--- config.mk ---
export PLATFORM = sky130hd
export DESIGN_NAME = dff_rr_arbiter
export DESIGN_NICKNAME = d
export VERILOG_FILES = /design/src/rtl/dff_arb_pkg.sv /design/src/rtl/dff_arb_pick.sv /design/src/rtl/dff_rr_arbiter.sv
export SDC_FILE = /design/constraint.sdc
export NUM_CORES = 1
export LEC_CHECK = 0
export BUFFER_PORTS_ARGS = -buffer_cell sky130_fd_sc_hd__buf_2
export CAP_MARGIN = 20
export CORE_ASPECT_RATIO = 1.75
export CORE_UTILIZATION = 36
export DETAILED_ROUTE_END_ITERATION = 8
export GPL_TIMING_DRIVEN = 0
export SYNTH_ARGS = -nofsm -noshare
export SYNTH_HDL_FRONTEND = slang
export SYNTH_SLANG_ARGS = --single-unit
--- constraint.sdc ---
create_clock -name clk -period 4.1 [get_ports clk]
set_input_delay 0.205 -clock clk [delete_from_list [all_inputs] [get_ports clk]]
set_output_delay 0.205 -clock clk [all_outputs]
set_load 0.02 [all_outputs]
--- src/rtl/dff_arb_pkg.sv ---
// Shared types, constants and the rotating first-set search used by dff_rr_arbiter.
// Supports up to eight requesters; the search works on a zero-padded 8-bit vector.
package dff_arb_pkg;

    typedef enum logic [0:0] {
        IDLE  = 1'b0,
        GRANT = 1'b1
    } arb_state_t;

    localparam logic [7:0]  ARB_IDLE_GNT = '0;
    localparam int unsigned RST_PTR      = 0;

    // Returns {found, index}: first set bit of req at or above ptr, wrapping modulo num.
    function automatic logic [3:0] rot_first_set(
        input logic [7:0] req,
        input logic [3:0] num,
        input logic [2:0] ptr
    );
        logic [3:0] idx;
        logic       found;
        logic [2:0] win;
        found = 1'b0;
        win   = 3'd0;
        for (int k = 0; k < 8; k++) begin
            idx = {1'b0, ptr} + 4'(k);
            if (idx >= num) begin
                idx = idx - num;
            end else begin
                idx = idx;
            end
            if (!found && (4'(k) < num) && req[idx[2:0]]) begin
                found = 1'b1;
                win   = idx[2:0];
            end else begin
                found = found;
            end
        end
        return {found, win};
    endfunction

endpackage

--- src/rtl/dff_arb_pick.sv ---
// Combinational winner search: first requester at or above the pointer, skipping
// any requester flagged in the exclude mask.
module dff_arb_pick #(
    parameter int NUM_REQ = 4,
    parameter int PTR_W   = $clog2(NUM_REQ)
) (
    input  logic [NUM_REQ-1:0] req,
    input  logic [PTR_W-1:0]   ptr,
    input  logic [NUM_REQ-1:0] excl,
    output logic [PTR_W-1:0]   win,
    output logic               found
);
    import dff_arb_pkg::*;

    logic [7:0] cand_s;
    logic [2:0] ptr_s;
    logic [3:0] res_s;

    // Pad to the package search width and split the packed result.
    always_comb begin
        cand_s = 8'(req & ~excl);
        ptr_s  = 3'(ptr);
        res_s  = rot_first_set(cand_s, 4'(NUM_REQ), ptr_s);
        found  = res_s[3];
        win    = PTR_W'(res_s[2:0]);
    end

endmodule

--- src/rtl/dff_rr_arbiter.sv ---
// Round-robin arbiter driving an N:1 mux into a registered output stage.
// Define DFF_ARB_FIXED_PRIO_EN for fixed lowest-index-first arbitration instead.
module dff_rr_arbiter #(
    parameter int NUM_REQ   = 4,
    parameter int DATA_W    = 1,
    parameter int MAX_BURST = 4
) (
    input  logic                        clk,
    input  logic                        rst,
    input  logic [NUM_REQ-1:0]          req_in,
    input  logic [NUM_REQ*DATA_W-1:0]   din_in,
    output logic [NUM_REQ-1:0]          grant_out,
    output logic [$clog2(NUM_REQ)-1:0]  sel_out,
    output logic [DATA_W-1:0]           q_out,
    output logic                        valid_out
);
    import dff_arb_pkg::*;

    localparam int                PTR_W    = $clog2(NUM_REQ);
    localparam int                CNT_W    = 4;
    localparam logic [CNT_W-1:0]  MAX_CNT  = CNT_W'(MAX_BURST);
    localparam logic [NUM_REQ-1:0] ONE_HOT0 = NUM_REQ'(1);
    localparam logic [PTR_W-1:0]  PTR_RST  = PTR_W'(RST_PTR);
    localparam logic [PTR_W-1:0]  PTR_LAST = PTR_W'(NUM_REQ - 1);
    localparam logic [NUM_REQ-1:0] GNT_IDLE = ARB_IDLE_GNT[NUM_REQ-1:0];

    arb_state_t         state_r;
    logic [CNT_W-1:0]   cnt_r;
    logic [PTR_W-1:0]   ptr_r;
    logic [PTR_W-1:0]   next_ptr_s;
    logic [PTR_W-1:0]   pick_ptr_s;
    logic [PTR_W-1:0]   win_s;
    logic [NUM_REQ-1:0] excl_s;
    logic               expire_s;
    logic               release_s;
    logic               found_s;

    // Release detection and the pointer/exclude inputs for this cycle's arbitration.
    always_comb begin
        expire_s  = (state_r == GRANT) && (cnt_r == MAX_CNT);
        release_s = (state_r == GRANT) && (!req_in[sel_out] || expire_s);
        if (expire_s) begin
            excl_s = ONE_HOT0 << sel_out;
        end else begin
            excl_s = '0;
        end
`ifdef DFF_ARB_FIXED_PRIO_EN
        next_ptr_s = PTR_RST;
`else
        if (sel_out == PTR_LAST) begin
            next_ptr_s = '0;
        end else begin
            next_ptr_s = sel_out + PTR_W'(1);
        end
`endif
        // On release the search starts just past the outgoing grantee.
        if (state_r == GRANT) begin
            pick_ptr_s = next_ptr_s;
        end else begin
            pick_ptr_s = ptr_r;
        end
    end

    dff_arb_pick #(
        .NUM_REQ (NUM_REQ),
        .PTR_W   (PTR_W)
    ) u_pick (
        .req   (req_in),
        .ptr   (pick_ptr_s),
        .excl  (excl_s),
        .win   (win_s),
        .found (found_s)
    );

    // Arbitration FSM: grant, select, burst counter and rotation pointer.
    always_ff @(posedge clk or negedge rst) begin
        if (!rst) begin
            state_r   <= IDLE;
            cnt_r     <= '0;
            ptr_r     <= PTR_RST;
            grant_out <= GNT_IDLE;
            sel_out   <= '0;
        end else begin
            case (state_r)
                IDLE: begin
                    if (found_s) begin
                        state_r   <= GRANT;
                        grant_out <= ONE_HOT0 << win_s;
                        sel_out   <= win_s;
                        cnt_r     <= 4'd1;
                    end else begin
                        state_r   <= IDLE;
                        grant_out <= GNT_IDLE;
                    end
                end
                GRANT: begin
                    if (release_s) begin
                        ptr_r <= next_ptr_s;
                        if (found_s) begin
                            state_r   <= GRANT;
                            grant_out <= ONE_HOT0 << win_s;
                            sel_out   <= win_s;
                            cnt_r     <= 4'd1;
                        end else begin
                            state_r   <= IDLE;
                            grant_out <= GNT_IDLE;
                            cnt_r     <= '0;
                        end
                    end else begin
                        cnt_r <= cnt_r + 4'd1;
                    end
                end
                default: begin
                    state_r   <= IDLE;
                    cnt_r     <= '0;
                    ptr_r     <= PTR_RST;
                    grant_out <= GNT_IDLE;
                    sel_out   <= '0;
                end
            endcase
        end
    end

    // Output stage: capture only while the grantee is still requesting.
    always_ff @(posedge clk or negedge rst) begin
        if (!rst) begin
            q_out     <= '0;
            valid_out <= 1'b0;
        end else if (|(grant_out & req_in)) begin
            q_out     <= din_in[sel_out*DATA_W +: DATA_W];
            valid_out <= 1'b1;
        end else begin
            valid_out <= 1'b0;
        end
    end

endmodule

==> reports/qor.txt, run 1 <==
Distinct cells, synth = 41
RSZ-0062 raised after global routing = no
Seq/Total Area, Yosys = 0.373
Die W = 42.0 microns
r2r setup slk = 1.75 ns
status = completed
Stages on worst setup path = 7
leakage power = 0.561 nW
Slew Viols, Final = 0
TNS Setup = 0 ns
Total Routing Usage GR = 0.159
clk buf depth = 2
Clock Skew = 0.00603 ns
FMAX = 0.426 GHz
Worst Path Arrival = 2.49 ns
Via density = 5.54
I/O pins = 18
hold slack final = 0.271 ns
Worst Setup Path Type = reg2reg
CP endpoint kind = flip-flop
floorplan row count = 25
PwrDens = 761 nW/um^2
Syn. warnings = 0
DP HPWL = 1720 microns
max_cap viols = 0
xor-xnor portion of the synthesized cell area = 0
crit-path leading delay family = compound AO/OA/AOI/OAI gates
Worst Hold Class = in2reg
nets = 134
layout cells sized above 1 = 0.333
worst rel slew slack = 0.676
post-synthesis area per instance = 10.6 sq um
core area = 2690 sq um
most frequent cells in the layout = buf_2, dfrtp_1, inv_1
Largest stage delay, worst path = 0.57 ns
IO Port Bufs = 17
first-pass GRT wire length = 3620 microns
total gr overflow = 0
CP required = 4.24 ns
multi-input logic area = 571 sq um
hold_buf cts = 1
Finished Core Util = 0.439
main combinational cell family by area after synthesis = compound AO/OA/AOI/OAI gates
Clock Root Buffer = clkbuf_8
post-cts resize count = 0
Via Count = 798
Clock Latency Late Sink = 0.25 ns
clock slew at reported path FFs = 0.06 ns
Inst Count DP = 139
Die Y = 71.9 microns
critical path buffer and inverter count = 1
largest net degree at the start of global routing = 16
post-synthesis compound-gate area fraction = 0.220
Net Count, Synth = 111
fill count = 258
Ant. Diodes = 0
hold path depth = 3
# DRC = 0
critical path cell sequence = inv_1 > ha_1 > mux2i_2 > o21ai_1 > a221o_1 > o31a_1 > a31o_2
# Post-CTS Setup Buffers = 0
antenna violations before repair = 0
1st-iter DRT viols = 18
Synth Area in Adders = 0.0746
die area = 3020 sq um
register area = 375 sq um
starting density of the core = 0.374
post-route ant nets = 0
H-tree depth = 1
Layout Cells excl Fill = 144
Hold Fails Final Rpt = 0
actual slew at the worst max-slew pin = 0.483 ns
synthesized instance count = 95
R2R depth = 7
clock sinks = 15
gp weighted congestion = 0.745
Area Growth Syn to Fin = 17.3%
Startpoint Class = flip-flop
slowest cell on the critical path = dfrtp_1
mux contribution to synthesized area = 0.117
Yosys reg bits = 15
Setup violations, final = 0
CTS tree = yes
peak supply drop = 347 uV
final period utilization = 0.573
min cycle time layout = 2.35 ns
vias in the first global route = 803
detailed-route wire length = 2230 microns
DRT Pass-1 Iters = 4
mapped cell area = 1010 sq um
drt wl/cell = 15.5 microns
Max FO, Critical Path = 9
simple-gate share of the synthesized area = 0.155
CTS Buf Count = 3
most common cell after layout, fill and taps aside = buf_2
Pwr Total = 898 uW
cells in the mapped netlist:
| cell | count | share of area |
|---|---|---|
| dfrtp_1 | 15 | 0.37 |
| inv_1 | 9 | 0.034 |
| ha_1 | 6 | 0.075 |
| nand2_1 | 6 | 0.022 |
| nor2_1 | 6 | 0.022 |
| o21ai_0 | 5 | 0.025 |
| a21oi_1 | 3 | 0.015 |
| a22o_1 | 3 | 0.026 |
| mux2_2 | 3 | 0.034 |
| nand3_1 | 3 | 0.015 |
| a21boi_2 | 2 | 0.022 |
| a22oi_1 | 2 | 0.015 |
| a31o_2 | 2 | 0.017 |
| buf_6 | 2 | 0.022 |
| mux4_2 | 2 | 0.045 |
| a211oi_1 | 1 | 0.0075 |
| a21boi_1 | 1 | 0.0075 |
| a21oi_2 | 1 | 0.0087 |
| a221o_1 | 1 | 0.010 |
| a32o_1 | 1 | 0.010 |
| and2_0 | 1 | 0.0062 |
| and2_1 | 1 | 0.0062 |
| and2b_1 | 1 | 0.0075 |
| and3_1 | 1 | 0.0062 |
| and4b_4 | 1 | 0.014 |
| inv_2 | 1 | 0.0037 |
| mux2_4 | 1 | 0.015 |
| mux2i_1 | 1 | 0.010 |
| mux2i_2 | 1 | 0.014 |
| nand2_2 | 1 | 0.0062 |
| nand3b_1 | 1 | 0.0075 |
| nand4b_1 | 1 | 0.0087 |
| nor3_1 | 1 | 0.0050 |
| nor3b_1 | 1 | 0.0075 |
| nor4_4 | 1 | 0.021 |
| o211a_1 | 1 | 0.010 |
| o21ai_1 | 1 | 0.0050 |
| o31a_1 | 1 | 0.0087 |
| o31ai_1 | 1 | 0.0075 |
| o41ai_1 | 1 | 0.0087 |
| o41ai_2 | 1 | 0.016 |
flip-flops by register name, summed over array words and instances (netlist names):
name,count
grant_out,4
state_r,1
valid_out,1
q_out,1
cnt_r,4
ptr_r,2
sel_out,2
per-stage QoR:
| stage | area (sq um) | setup WS, ns |
|---|---|---|
| floorplan | 1010 | 1.92 |
| global placement | 1120 | 1.77 |
| detailed placement | 1120 | 1.75 |
| CTS | 1180 | 1.73 |
| global route | 1180 | 1.61 |
| finish | 1180 | 1.75 |
power breakdown:
group | switching [mW] | total [mW] | internal (mW) | leakage (nW)
Clock | 0.0558 | 0.125 | 0.0689 | 0.0228
Sequential | 0.0647 | 0.275 | 0.211 | 0.184
Combinational | 0.268 | 0.498 | 0.230 | 0.354
Total | 0.388 | 0.898 | 0.510 | 0.561
path summary, 6_finish.rpt:
kind | from | end
setup / recovery | sel_out[0] | grant_out[1]
hold / removal | req_in[0] | valid_out
max in group asynchronous | rst | grant_out[0]
min in group asynchronous | rst | ptr_r[0]
hold reg to reg | q_out | q_out
setup reg to reg | sel_out[0] | grant_out[1]
routing by layer:
layer | wire (microns) | up-vias | GRT usage
met5 | 0 | - | 0
met4 | 46 | 0 | 0.0932
met3 | 27 | 4 | 0.0149
met2 | 1230 | 7 | 0.286
met1 | 927 | 389 | 0.177
li1 | - | 398 | -
final cells by class:
cell class,count,share of cell area
well taps,27,0.0286
repair buffers,18,0.0806
clock buffers,4,0.0382
inverters,10,0.0318
plain buffers,2,0.0191
flip-flops and latches,15,0.318
multi-input cells,68,0.484
tightest hold or removal path, delay by kind of cell:
family	cells	cell delay, ns
AOI/OAI and AO/OA	1	0.07
and+or+nand+nor	1	0.10
buffers and inverters	1	0.10
cell families (layout without fill, tap and decap cells):
group,Yosys count,after routing
AOI/OAI and AO/OA,28,28
adders and majority gates,6,6
buffers and inverters,12,34
DFF,15,15
muxes,8,8
and+or+nand+nor,26,26
(Power assumes the default switching activity.)
==> inputs of run 2 (changes only) <==
==> constraint.sdc (replaced) <==
create_clock -name clk -period 2.2 [get_ports clk]
set_input_delay 0.11 -clock clk [delete_from_list [all_inputs] [get_ports clk]]
set_output_delay 0.11 -clock clk [all_outputs]
set_load 0.02 [all_outputs]
==> reports/qor.txt, run 2 (synthesis gave the netlist of run 1 again) <==
Slew Viols, Final = 0 (unchanged)
nets = 136 (+1.5%)
most common cell after layout, fill and taps aside = buf_2
DR WL met2 = 1260 microns (+2.7%)
peak supply drop = 651 uV (+87%)
detailed-route wire length = 2270 microns (+2.0%)
FMAX = 0.483 GHz (+13%)
first-pass GRT wire length = 3660 microns (+0.97%)
pre-CTS setup slack = -0.146 ns (-1.90 ns)
Hold Fails Final Rpt = 0 (unchanged)
Clock Latency Late Sink = 0.25 ns (about the same)
fin area = 1220 sq um (+3.3%)
post-route ant nets = 0 (unchanged)
Clock Root Buffer = clkbuf_8
CP endpoint kind = flip-flop
final period utilization = 0.941 (+0.368)
RSZ-0062 raised after global routing = no
1st-iter DRT viols = 21 (+3)
Worst Setup Path Type = reg2reg
worst rel slew slack = 0.760 (+0.0845)
CTS tree = yes
Area Growth Syn to Fin = 21.1%
gp weighted congestion = 0.745 (unchanged)
Routed met3 length = 47 microns (+74%)
Final WS setup = 0.129 ns (-1.62 ns)
Via density = 5.51 (-0.50%)
clock sinks = 15 (unchanged)
die area = 3020 sq um (unchanged)
Total Routing Usage GR = 0.161 (+0.00207)
total gr overflow = 0 (unchanged)
antenna violations before repair = 0 (unchanged)
critical path cell sequence = inv_1 > ha_1 > mux2i_4 > o21ai_1 > a221o_1 > o31a_1 > a31o_2
H-tree depth = 1 (unchanged)
min cycle time layout = 2.07 ns (-0.279 ns)
clk buf depth = 2 (unchanged)
starting density of the core = 0.374 (unchanged)
R2R depth = 7 (unchanged)
DRT Pass-1 Iters = 4 (unchanged)
Setup violations, final = 0 (unchanged)
crit-path leading delay family = compound AO/OA/AOI/OAI gates
status = completed
Clock Skew = 0.00615 ns (+0.000121 ns)
IO Port Bufs = 17 (unchanged)
actual slew at the worst max-slew pin = 0.359 ns (-0.123 ns)
layout cells sized above 1 = 0.378 (+0.0448)
slowest cell on the critical path = dfrtp_2
critical path buffer and inverter count = 1 (unchanged)
core area = 2690 sq um (unchanged)
hold path depth = 3 (unchanged)
clock slew at reported path FFs = 0.06 ns (about the same)
met1 WL = 919 microns (-0.86%)
Die Y = 71.9 microns (unchanged)
vias in the first global route = 813 (+1.2%)
Largest regs = cnt_r: 4 flops, grant_out: 4 flops
CTS Buf Count = 3 (unchanged)
Die W = 42.0 microns (unchanged)
PwrDens = 1430 nW/um^2 (+88%)
drt wl/cell = 15.6 microns (+0.62%)
Via Count = 805 (+0.88%)
Worst Path Arrival = 2.21 ns (-0.28 ns)
Stages on worst setup path = 7 (unchanged)
max_cap viols = 0 (unchanged)
CP required = 2.34 ns (-1.90 ns)
largest net degree at the start of global routing = 16 (unchanged)
Largest stage delay, worst path = 0.44 ns (-0.13 ns)
Max FO, Critical Path = 7 (-2)
floorplan row count = 25 (unchanged)
placed cell areas = 1120 sq um (unchanged)
# DRC = 0 (unchanged)
Inst Count DP = 139 (unchanged)
Top Layer Used = met4
Startpoint Class = flip-flop
I/O pins = 18 (unchanged)
most frequent cells in the layout = buf_2, dfrtp_1, inv_1
Layout Cells excl Fill = 146 (+1.4%)
Worst Hold Class = in2reg
Ant. Diodes = 0 (unchanged)
DP HPWL = 1720 microns (unchanged)
leakage power = 0.577 nW (+2.9%)
==> run 2: final cells by class <==
class	count	area [sq um]
flip-flops and latches	15	378
inverters	10	37.5
fillers	253	1470
multi-input cells	68	592
well taps	27	33.8
clock buffers	4	45.0
plain buffers	2	22.5
repair buffers	20	110
==> run 2: per-layer routing <==
layer	vias up	track usage
li1	401	-
met1	390	0.177
met2	10	0.297
met3	4	0.0149
met4	0	0.0860
met5	-	0
==> run 2: worst paths after layout <==
| path | from | slack (ns) | end |
|---|---|---|---|
| worst min-delay path | req_in[0] | 0.18 | valid_out |
| worst max register to register | sel_out[1] | 0.13 | grant_out[1] |
| min in group asynchronous | rst | 0.29 | ptr_r[0] |
| worst min register to register | q_out | 0.50 | q_out |
| max in group asynchronous | rst | 1.61 | sel_out[1] |
| worst max-delay path | sel_out[1] | 0.13 | grant_out[1] |
==> run 2: timing repair <==
action,CTS,global route
endpoints found under the setup margin,6,3
hold buffers,1,0
resized for setup,2,3
gates cloned,0,0
hold endpoints to repair,15,0
buffers inserted,1,1
pin swaps,1,0
==> run 2: where the power goes <==
part / internal, mW / switching [mW]
sequential: 0.397 / 0.103
combinational: 0.465 / 0.540
clock: 0.129 / 0.105
total: 0.990 / 0.748
==> run 2: through the flow <==
stage | utilization | hold WS (ns) | TNS (ns) | power [mW]
2_1_floorplan | - | -0.186 | 0 | 1.21
3_3_place_gp | 0.418 | 0.0424 | -0.276 | 1.44
3_5_place_dp | 0.418 | 0.0502 | -0.393 | 1.45
4_1_cts | 0.445 | 0.176 | 0 | 1.71
5_1_grt | 0.453 | 0.204 | 0 | 1.86
6_report | 0.453 | 0.176 | 0 | 1.74
==> run 2: worst reg2reg max path, stage by stage, from the launching register on <==
cell and delay [ns]:
dfrtp_2 0.44, inv_1 0.08, ha_1 0.32, mux2i_4 0.24, o21ai_1 0.13, a221o_1 0.34, o31a_1 0.15, a31o_2 0.26
